===== src/rtl/fp_add_arbiter_pkg.sv =====
// fp_add_arbiter_pkg
// Shared definitions for the FP adder arbiter slice.
// Contents: the arbiter state encoding, the float width and the quiet-NaN
// pattern that the shared adder returns for invalid operations.
package fp_add_arbiter_pkg;

  localparam int FP_W = 32;

  typedef enum logic [1:0] {
    IDLE = 2'd0,
    CALC = 2'd1,
    DONE = 2'd2
  } state_t;

  localparam logic [FP_W-1:0] QNAN = 32'h7FC0_0000;

endpackage


===== src/rtl/fp_add_arbiter_fp_add.sv =====
// fp_add_arbiter_fp_add
// Shared combinational IEEE-754 single-precision adder.
// Ports:
//   a, b : operands
//   sum  : a + b
// Arithmetic: denormal inputs take exponent 1 with no hidden bit. Results
// are truncated, not rounded. Results that underflow come out denormal.
// Results that overflow come out as infinity. Any NaN input, or inf - inf,
// gives a quiet NaN.
module fp_add_arbiter_fp_add
  import fp_add_arbiter_pkg::*;
(
  input  logic [FP_W-1:0] a,
  input  logic [FP_W-1:0] b,
  output logic [FP_W-1:0] sum
);

  logic        a_s, b_s, big_s;
  logic [7:0]  a_e, b_e, a_ee, b_ee, big_e, small_e, diff;
  logic [22:0] a_f, b_f, frac;
  // Mantissa layout: [24] carry headroom, [23] hidden bit, [22:0] fraction
  logic [24:0] a_m, b_m, big_m, small_m, small_al, mag;
  logic [23:0] norm;
  logic [4:0]  lz, shift;
  logic        found;
  logic [9:0]  res_e;

  always_comb begin
    a_s  = a[31];
    a_e  = a[30:23];
    a_f  = a[22:0];
    b_s  = b[31];
    b_e  = b[30:23];
    b_f  = b[22:0];
    a_ee = (a_e == 8'd0) ? 8'd1 : a_e;
    b_ee = (b_e == 8'd0) ? 8'd1 : b_e;
    a_m  = {1'b0, (a_e != 8'd0), a_f};
    b_m  = {1'b0, (b_e != 8'd0), b_f};

    // The operand with the larger magnitude sets the result sign and the base exponent.
    if (a[30:0] >= b[30:0]) begin
      big_s   = a_s;
      big_e   = a_ee;
      big_m   = a_m;
      small_e = b_ee;
      small_m = b_m;
    end else begin
      big_s   = b_s;
      big_e   = b_ee;
      big_m   = b_m;
      small_e = a_ee;
      small_m = a_m;
    end

    diff     = big_e - small_e;
    small_al = (diff > 8'd24) ? 25'd0 : (small_m >> diff);
    mag      = (a_s == b_s) ? (big_m + small_al) : (big_m - small_al);

    lz    = 5'd0;
    found = 1'b0;
    for (int i = 23; i >= 0; i--) begin
      if (!found) begin
        if (mag[i]) found = 1'b1;
        else        lz    = lz + 5'd1;
      end
    end

    shift = 5'd0;
    norm  = 24'd0;
    res_e = 10'd0;
    frac  = 23'd0;
    if (mag[24]) begin
      res_e = {2'b00, big_e} + 10'd1;
      frac  = mag[23:1];
    end else begin
      // Left shift is capped so the exponent stops at 1.
      // Anything still unnormalised after that becomes a denormal.
      if ({3'b000, lz} <= (big_e - 8'd1)) shift = lz;
      else                                 shift = 5'(big_e - 8'd1);
      norm  = mag[23:0] << shift;
      res_e = norm[23] ? ({2'b00, big_e} - {5'b00000, shift}) : 10'd0;
      frac  = norm[22:0];
    end

    sum = '0;
    if (a_e == 8'hFF || b_e == 8'hFF) begin
      if ((a_e == 8'hFF && a_f != 23'd0) || (b_e == 8'hFF && b_f != 23'd0))
        sum = QNAN;
      else if (a_e == 8'hFF && b_e == 8'hFF && a_s != b_s)
        sum = QNAN;
      else
        sum = (a_e == 8'hFF) ? a : b;
    end else if (mag == 25'd0) begin
      sum = {a_s & b_s, 31'd0};
    end else if (res_e >= 10'd255) begin
      sum = {big_s, 8'hFF, 23'd0};
    end else begin
      sum = {big_s, res_e[7:0], frac};
    end
  end

endmodule


===== src/rtl/fp_add_arbiter.sv =====
// fp_add_arbiter
// NUM_REQ requesters share one FP adder through a round-robin arbiter.
// Ports:
//   clk, rst_n            : clock; asynchronous active-low reset
//   req_valid / req_ready : per-requester request handshake (ready is one-hot or zero)
//   req_a, req_b          : packed operands; requester i uses bits [32i+31:32i]
//   res_valid / res_ready : result handshake
//   res_data, res_tag     : sum and index of the requester that issued it
//   busy                  : high whenever the FSM is not IDLE
//   op_count              : count of completed result handshakes; wraps at 16 bits
module fp_add_arbiter
  import fp_add_arbiter_pkg::*;
#(
  parameter int NUM_REQ = 4,
  parameter int TAG_W   = 2
) (
  input  logic                    clk,
  input  logic                    rst_n,
  input  logic [NUM_REQ-1:0]      req_valid,
  output logic [NUM_REQ-1:0]      req_ready,
  input  logic [FP_W*NUM_REQ-1:0] req_a,
  input  logic [FP_W*NUM_REQ-1:0] req_b,
  output logic                    res_valid,
  input  logic                    res_ready,
  output logic [FP_W-1:0]         res_data,
  output logic [TAG_W-1:0]        res_tag,
  output logic                    busy,
  output logic [15:0]             op_count
);

  state_t           state;
  logic [TAG_W-1:0] last_grant;
  logic [TAG_W-1:0] op_tag;
  logic [FP_W-1:0]  op_a, op_b, add_sum;
  logic [TAG_W:0]   pick;
  logic             grant_found;
  logic [TAG_W-1:0] grant_idx;
  logic             can_accept;
  logic             req_xfer;

  // Return value is {found, index}.
  // The search starts one past the last winner and wraps, so every active
  // requester is served within NUM_REQ grants.
  function automatic logic [TAG_W:0] rr_pick(input logic [NUM_REQ-1:0] valid,
                                             input logic [TAG_W-1:0]   last);
    int idx;
    rr_pick = '0;
    for (int k = 1; k <= NUM_REQ; k++) begin
      idx = (int'(last) + k) % NUM_REQ;
      if (!rr_pick[TAG_W] && valid[idx]) rr_pick = {1'b1, TAG_W'(idx)};
    end
  endfunction

  assign pick        = rr_pick(req_valid, last_grant);
  assign grant_found = pick[TAG_W];
  assign grant_idx   = pick[TAG_W-1:0];

  // In DONE, a new request may be accepted only in the cycle the current result leaves.
  assign can_accept = (state == IDLE) || (state == DONE && res_ready);

  // Gating with rst_n keeps ready low for the whole reset, even though the state already reads IDLE.
  always_comb begin
    req_ready = '0;
    if (rst_n && can_accept && grant_found) req_ready[grant_idx] = 1'b1;
  end

  assign req_xfer  = |(req_valid & req_ready);
  assign res_valid = (state == DONE);
  assign busy      = (state != IDLE);

  fp_add_arbiter_fp_add u_fp_add (
    .a   (op_a),
    .b   (op_b),
    .sum (add_sum)
  );

  always_ff @(posedge clk or negedge rst_n) begin
    if (!rst_n) begin
      state      <= IDLE;
      last_grant <= TAG_W'(NUM_REQ - 1);
      op_a       <= '0;
      op_b       <= '0;
      op_tag     <= '0;
      res_data   <= '0;
      res_tag    <= '0;
      op_count   <= '0;
    end else begin
      // A request transfer can occur only in IDLE or in DONE-with-res_ready.
      // Both cases latch the operands the same way.
      if (req_xfer) begin
        op_a       <= req_a[FP_W*int'(grant_idx) +: FP_W];
        op_b       <= req_b[FP_W*int'(grant_idx) +: FP_W];
        op_tag     <= grant_idx;
        last_grant <= grant_idx;
      end
      case (state)
        IDLE: begin
          if (req_xfer) state <= CALC;
        end
        CALC: begin
          res_data <= add_sum;
          res_tag  <= op_tag;
          state    <= DONE;
        end
        DONE: begin
          if (res_ready) begin
            op_count <= op_count + 16'd1;
            state    <= req_xfer ? CALC : IDLE;
          end
        end
        default: state <= IDLE;
      endcase
    end
  end

endmodule

===== config.mk =====
export PLATFORM = sky130hd
export DESIGN_NAME = fp_add_arbiter
export DESIGN_NICKNAME = d
export VERILOG_FILES = /design/src/rtl/fp_add_arbiter_pkg.sv /design/src/rtl/fp_add_arbiter_fp_add.sv /design/src/rtl/fp_add_arbiter.sv
export SDC_FILE = /design/constraint.sdc
export NUM_CORES = 1
export LEC_CHECK = 0
export CORE_AREA = 2 2 191 193
export CTS_CLUSTER_DIAMETER = 120
export DETAILED_ROUTE_END_ITERATION = 10
export DIE_AREA = 0 0 193 195
export PLACE_DENSITY = 0.76
export RECOVER_POWER = 50
export SYNTH_ARGS = -nofsm -noshare
export SYNTH_HDL_FRONTEND = slang
export SYNTH_HIERARCHICAL = 1
export SYNTH_SLANG_ARGS = --single-unit

===== constraint.sdc =====
create_clock -name clk -period 34.8 [get_ports clk]
set_clock_uncertainty 0.2 [all_clocks]
set_input_delay 3.48 -clock clk [delete_from_list [all_inputs] [get_ports clk]]
set_output_delay 3.48 -clock clk [all_outputs]
set_load 0.03 [all_outputs]

== Yosys cells after proc, flatten, opt, wreduce, memory -nomap -nowiden ==
Cells that the tools add are included.

* Eq/ne operators: 8
* Add/subtract/negate cells: 34
* Magnitude comparators: 10
* Reduce and logical (&&, ||, !) cells: 33
* Shift operators: 4
* Multiplexer cells: 135
* Bitwise gates (word level): 6

{| class="wikitable"
|+ Operator list
! cell !! count
|-
| 128-bit by 8-bit indexed part select with 32-bit output || 2
|-
| 5-bit 2-to-1 mux || 48
|-
| 32-bit 2-to-1 mux || 5
|-
| 5-bit by 1-bit adder with 5-bit output, second input constant || 22
|-
| 1-bit 2-to-1 mux || 57
|-
| 25-bit 2-to-1 mux || 2
|-
| 24-bit 2-to-1 mux || 2
|-
| 23-bit nonzero test || 2
|-
| 8-bit 2-to-1 mux || 4
|-
| 31-bit >= comparator || 1
|-
| 31-bit 2-to-1 mux || 1
|-
| 24-bit by 25-bit adder with 25-bit output || 1
|-
| 25-bit logical NOT || 1
|-
| 24-bit by 8-bit right shift with 25-bit output || 1
|-
| 24-bit by 25-bit subtractor with 25-bit output || 1
|-
| 24-bit by 5-bit << shifter with 24-bit output || 1
|-
| 23-bit 2-to-1 mux || 1
|-
| 10-bit 2-to-1 mux || 2
|-
| 16-bit by 1-bit adder with 16-bit output, second input constant || 1
|-
| 8-bit == test, second input constant || 2
|-
| 8-bit logical NOT || 2
|-
| 3-bit by 4-bit less-than comparator with 1-bit output, second input constant || 4
|-
| 8-bit nonzero test || 2
|-
| 3-bit 2-to-1 mux || 4
|-
| other kinds (34) || 61
|}

* Logic and storage cells: 238
* Register bits after elaboration: 120
* Input port bits: 263
* Output and inout port bits: 56

== Longest topological paths before layout ==
* Word-level depth: 88
* Gate-level depth with buffers: 151
* Mapped depth without buffers: 143

== Cells and area by module ==
The synthesis kept the hierarchy.

{| class="wikitable"
|+ By module, submodules not included
! module !! area each (um^2) !! sequential area each (um^2) !! cells each !! instances
|-
| fp_add_arbiter_fp_add || 10,978.0 || 0.0 || 1,642 || 1
|-
| fp_add_arbiter || 6,685.2 || 3,005.4 || 696 || 1
|}

== Worst setup path before layout ==
No wires, ideal clock.

* Kind: reg2reg
* Start point: register op_b[5]
* End point: register res_data[7]
* Arrival: 27,798 ps
* Period minus slack after synthesis: 28,122 ps
* Slack: 6,678 ps
* Cell stages (with the launch flop): 145
* Data required time: 34,475 ps
* Path buffers: 15
* Library setup time: 125 ps
* Cells stage by stage: dfrtp_1 -> inv_1 -> ha_1 -> a211oi_1 -> a211o_1 -> a31oi_1 -> o211ai_1 -> nand3_1 -> clkbuf_1 -> clkbuf_1 -> clkbuf_1 -> buf_1 -> clkbuf_1 -> buf_1 -> clkbuf_1 -> mux2i_1 -> ha_1 -> fa_1 -> (+109 left out) -> mux2i_1 -> buf_1 -> inv_2 -> clkbuf_1 -> buf_1 -> fa_1 -> nand2_1 -> a21oi_1 -> a21oi_1 -> maj3_1 -> xnor2_1 -> nor4b_1 -> a221o_1 -> o211ai_1 -> a2111oi_4 -> buf_6 -> nor3_1 -> mux2_2

* Word-level cells in the longest chain between the ends: 87
* Elaborated cells between the ends (all ways): 146
* Classes of those cells: 29 x add/sub; 4 x order compare; 2 x shift; 107 x mux; 4 x reduce/logical

{| class="wikitable"
|+ Ends and longest elaborated chain
! item !! RTL line !! RTL
|-
| start, declared || fp_add_arbiter.sv:34 || <nowiki>logic [FP_W-1:0] op_a, op_b, add_sum;</nowiki>
|-
| start signal, assigned || fp_add_arbiter.sv:92 || <nowiki>op_b <= req_b[FP_W*int'(grant_idx) +: FP_W];</nowiki>
|-
| 31-bit >= comparator || fp_add_arbiter_fp_add.sv:41 || <nowiki>if (a[30:0] >= b[30:0]) begin</nowiki>
|-
| 8-bit 2-to-1 mux || fp_add_arbiter_fp_add.sv:41 ||
|-
| 8-bit subtractor || fp_add_arbiter_fp_add.sv:55 || <nowiki>diff = big_e - small_e;</nowiki>
|-
| 24-bit by 8-bit right shift with 25-bit output or 8-bit by 5-bit greater-than comparator with 1-bit output (tied branches) || fp_add_arbiter_fp_add.sv:56 || <nowiki>small_al = (diff > 8'd24) ? 25'd0 : (small_m >> diff);</nowiki>
|-
| 25-bit 2-to-1 mux || fp_add_arbiter_fp_add.sv:56 ||
|-
| 24-bit by 25-bit subtractor with 25-bit output or 24-bit by 25-bit adder with 25-bit output (tied branches) || fp_add_arbiter_fp_add.sv:57 || <nowiki>mag = (a_s == b_s) ? (big_m + small_al) : (big_m - small_al);</nowiki>
|-
| 25-bit 2-to-1 mux || fp_add_arbiter_fp_add.sv:57 ||
|-
| 1-bit 2-to-1 mux || fp_add_arbiter_fp_add.sv:63 || <nowiki>if (mag[i]) found = 1'b1;</nowiki>
|-
| (+72 left out) || -- ||
|-
| 8-bit by 5-bit subtractor with 9-bit output or 24-bit by 5-bit << shifter with 24-bit output (tied branches) || fp_add_arbiter_fp_add.sv:81, fp_add_arbiter_fp_add.sv:80 ||
|-
| 10-bit 2-to-1 mux || fp_add_arbiter_fp_add.sv:81 || <nowiki>res_e = norm[23] ? ({2'b00, big_e} - {5'b00000, shift}) : 10'd0;</nowiki>
|-
| 10-bit 2-to-1 mux || fp_add_arbiter_fp_add.sv:72 || <nowiki>if (mag[24]) begin</nowiki>
|-
| 10-bit by 8-bit >= comparator with 1-bit output || fp_add_arbiter_fp_add.sv:95 || <nowiki>end else if (res_e >= 10'd255) begin</nowiki>
|-
| 31-bit 2-to-1 mux || fp_add_arbiter_fp_add.sv:95 ||
|-
| 32-bit 2-to-1 mux || fp_add_arbiter_fp_add.sv:93 || <nowiki>end else if (mag == 25'd0) begin</nowiki>
|-
| 32-bit 2-to-1 mux * || fp_add_arbiter_fp_add.sv:86 || <nowiki>if (a_e == 8'hFF || b_e == 8'hFF) begin</nowiki>
|-
| net add_sum[7] || fp_add_arbiter.sv:34 ||
|-
| end signal, assigned || fp_add_arbiter.sv:101 || <nowiki>res_data <= add_sum;</nowiki>
|-
| end, declared || fp_add_arbiter.sv:25 || <nowiki>output logic [FP_W-1:0] res_data,</nowiki>
|}

Mark *: on every way through the listed nets, which the timed path passes. The rest lies on a longest branch. The select of a mux whose other input is x is not followed.
A chain may end at the register's enable or synchronous reset.

== Worst setup path after layout ==
* Start point: register op_b[5]
* End point: register res_data[21]

The elaborated chain is that of the path after synthesis.

==> metrics.txt <==
# TYPE chip_impl_metric gauge
chip_impl_metric{name="portBuffers",unit=""} 318
chip_impl_metric{name="initial_core_util",unit="%"} 49.9
chip_impl_info{name="timing_worst_setup_path_type",value="flip-flop to flip-flop"} 1
chip_impl_metric{name="global_route.usage.met1",unit="%"} 45.4
chip_impl_metric{name="timing.final.setup_violations",unit=""} 0
chip_impl_metric{name="drt_iter0_drc",unit=""} 1989
chip_impl_metric{name="grt_util_met2",unit="%"} 59.9
chip_impl_metric{name="clk_transition_reported_paths",unit="ns"} 0.06
chip_impl_metric{name="synth_seq_area_share",unit="%"} 17.0
chip_impl_metric{name="drcViolationCount",unit=""} 0
chip_impl_info{name="failing_checks",value="max-capacitance violations, max-slew violations"} 1
chip_impl_metric{name="clock_sinks",unit=""} 120
chip_impl_metric{name="dr_total_vias",unit=""} 19800
chip_impl_info{name="tritoncts",value="done"} 1
chip_impl_info{name="grt_setup_unrepaired",value="no"} 1
chip_impl_metric{name="final_period_minus_worst_setup_slack",unit="ns"} 31.21
chip_impl_metric{name="finalCoreUtilization",unit="%"} 60.9
chip_impl_metric{name="tightestPinTransition",unit="ns"} 3.22
chip_impl_metric{name="cts_buffer_depth",unit=""} 2
chip_impl_metric{name="gp_congestion",unit=""} 0.982
chip_impl_metric{name="tritoncts.num_buffers",unit=""} 17
chip_impl_metric{name="die_h",unit="µm"} 195
chip_impl_metric{name="ctsHtreeMaxLevel",unit=""} 4
chip_impl_metric{name="layout_worst_path_cycle_share",unit="%"} 89.7
chip_impl_metric{name="die_area",unit="µm²"} 37600
chip_impl_metric{name="placement.setup.worst_slack",unit="ns"} 4.28
chip_impl_metric{name="final_max_tran_viols",unit=""} 162
chip_impl_info{name="cts_root_buf",value="clkbuf_16"} 1
chip_impl_info{name="top_usage_layer",value="met2"} 1
chip_impl_info{name="worstHoldPathType",value="flip-flop to flip-flop"} 1
chip_impl_metric{name="drt_pass1_iterations",unit=""} 6
chip_impl_metric{name="synth_edf_count",unit=""} 0
chip_impl_metric{name="finalHoldViolations",unit=""} 0
chip_impl_metric{name="dp.final_hpwl",unit="mm"} 54.2
chip_impl_info{name="ys_dominant_reg_cell",value="dfrtp_1"} 1
chip_impl_metric{name="die-width",unit="µm"} 193
chip_impl_metric{name="cp.required",unit="ns"} 34.91
chip_impl_info{name="start_kind",value="flip-flop"} 1
chip_impl_metric{name="synth-seq-cells",unit=""} 120
chip_impl_metric{name="post-cts-setup-buffer-count",unit=""} 0
chip_impl_info{name="mostFrequentLayoutCells",value="clkdlybuf4s50_1, nor2_1, nand2_1"} 1
chip_impl_metric{name="fin_ws",unit="ns"} 3.59
chip_impl_metric{name="wire_length_of_the_first_global_routing_pass",unit="mm"} 107
chip_impl_metric{name="setup_total_negative_slack",unit="ns"} 0
chip_impl_metric{name="gr-usage-all-layers",unit="%"} 36.1
chip_impl_metric{name="worst_hold_slack",unit="ns"} 0.282
chip_impl_metric{name="ios",unit=""} 319
chip_impl_metric{name="globalRouteOverflowTotal",unit=""} 0
chip_impl_metric{name="postCtsHoldBufs",unit=""} 0
chip_impl_metric{name="syn-cell-area",unit="µm²"} 17700
chip_impl_info{name="critical-path-slowest-cell",value="a2111oi_4"} 1
chip_impl_metric{name="grt_antenna_before_repair",unit=""} 3
chip_impl_metric{name="row_count",unit=""} 69
chip_impl_metric{name="yosysWarnings",unit=""} 6
chip_impl_metric{name="routed_via_density",unit=""} 6.57
chip_impl_metric{name="final_antenna_net_count",unit=""} 0
chip_impl_metric{name="drive_gt1_share",unit="%"} 8.71
chip_impl_metric{name="max-cap-violations",unit=""} 4
chip_impl_metric{name="routed_wirelength",unit="mm"} 68.7
chip_impl_metric{name="globalRouteMet3Util",unit="%"} 6.06
chip_impl_metric{name="synth.lib_cells_used.distinct",unit=""} 99
chip_impl_metric{name="ctsResizeCount",unit=""} 0
chip_impl_metric{name="synth_cells",unit=""} 2338
chip_impl_metric{name="relative_slew_margins",unit="%"} -115
chip_impl_info{name="layout_commonest_cell",value="clkdlybuf4s50_1"} 1
chip_impl_info{name="critical_path.endpoint_type",value="flip-flop"} 1
chip_impl_metric{name="worst-endpoint-arrival",unit="ns"} 31.32
chip_impl_metric{name="syn-num-nets",unit=""} 2700
chip_impl_metric{name="syn_avg_cell_area",unit="µm²"} 7.55
chip_impl_metric{name="coreArea",unit="µm²"} 35400
chip_impl_metric{name="ys_async_sr_fraction",unit="%"} 100
chip_impl_info{name="cpMostUsedCell",value="ha_1"} 1
chip_impl_metric{name="max_stage_delay",unit="ns"} 1.11
chip_impl_metric{name="grt_max_degree",unit=""} 92
chip_impl_metric{name="number_of_global_route_vias_before_repair",unit=""} 19200
chip_impl_metric{name="wl_per_cell",unit="µm"} 22.8
chip_impl_metric{name="achievable-frequency",unit="MHz"} 32.0
chip_impl_metric{name="clock_latency",unit="ns"} 0.43
chip_impl_metric{name="finalNetCount",unit=""} 2899
chip_impl_metric{name="worstPathMaxFanout",unit=""} 91
chip_impl_metric{name="layout-area-overhead-vs-synth",unit="%"} 22.1
chip_impl_info{name="run_status",value="finished, violations left"} 1
## state kept, by name, indices dropped and copies added, names as in the netlist
register / flops
op_a: 32
op_b: 32
res_data: 32
op_count: 16
last_grant: 2
op_tag: 2
res_tag: 2
state: 2
## worst max-delay path, delay by kind of cell, from the launching register on
kind | cells | cell delay [ns]
muxes | 8 | 1.89
and+or+nand+nor | 35 | 5.50
DFF | 1 | 0.48
AOI/OAI and AO/OA | 48 | 11.15
adders and majority gates | 23 | 7.02
xor gates and xnor gates | 8 | 2.17
buffers and inverters | 9 | 2.60
## worst paths after layout
path	startpoint	to	slack, ns	cells past startpoint
min	op_count[15]	op_count[15]	0.28	1
max in group asynchronous	rst_n	op_b[30]	27.15	2
max	op_b[5]	res_data[21]	3.59	131
min reg2reg	op_count[15]	op_count[15]	0.28	1
min in group asynchronous	rst_n	op_b[6]	3.36	1
max reg2reg	op_b[5]	res_data[21]	3.59	131
## per-stage QoR
step | cell area (µm²) | std cells
CTS | 21600 | 3009
global route | 21600 | 3011
global placement | 21000 | 2979
finish | 21600 | 3012
detailed placement | 21000 | 2979
floorplan | 17700 | 2338
## logic make-up after synthesis
| kind of cell | count (synthesis) | share of synthesized area, % |
|---|---|---|
| compound gates | 732 | 28.6 |
| xor+xnor | 113 | 6.31 |
| fa+ha+maj | 102 | 7.31 |
| buf+inv | 254 | 6.01 |
| flops | 120 | 17.0 |
| mux | 148 | 10.9 |
| simple gates | 869 | 23.8 |
## cells in the mapped netlist (all sizes together), types with 32 or more instances
master	n	area (µm²)
nor2	225	845
nand3	125	626
a221oi	73	845
a21o	32	240
clkbuf	104	390
nor3	54	270
a21oi	141	717
and2	89	557
nand2	205	772
buf	64	348
o21ai	191	963
ha	96	1200
mux2i	66	661
xnor2	82	748
dfrtp	118	2950
inv	85	319
mux2	52	586
a31oi	83	526
## cell type report
| class | count | area (µm²) |
|---|---|---|
| Sequential cell | 120 | 3010 |
| Timing Repair Buffer | 348 | 3380 |
| Inverter | 86 | 323 |
| Clock inverter | 11 | 124 |
| Clock buffer | 19 | 453 |
| Fill cell | 3183 | 13800 |
| Antenna cell | 3 | 7.51 |
| Multi-Input combinational cell | 1964 | 13700 |
| Tap cell | 461 | 577 |
## per-layer routing
metal	routed length, µm	up-vias
li1	-	9136
met1	27200	9391
met2	32500	1033
met3	5350	221
met4	3520	0
met5	0	-
Power is left out: the tool's default activity adds up to more than one toggle a clock period on the data nets, which glitch-free logic cannot reach.
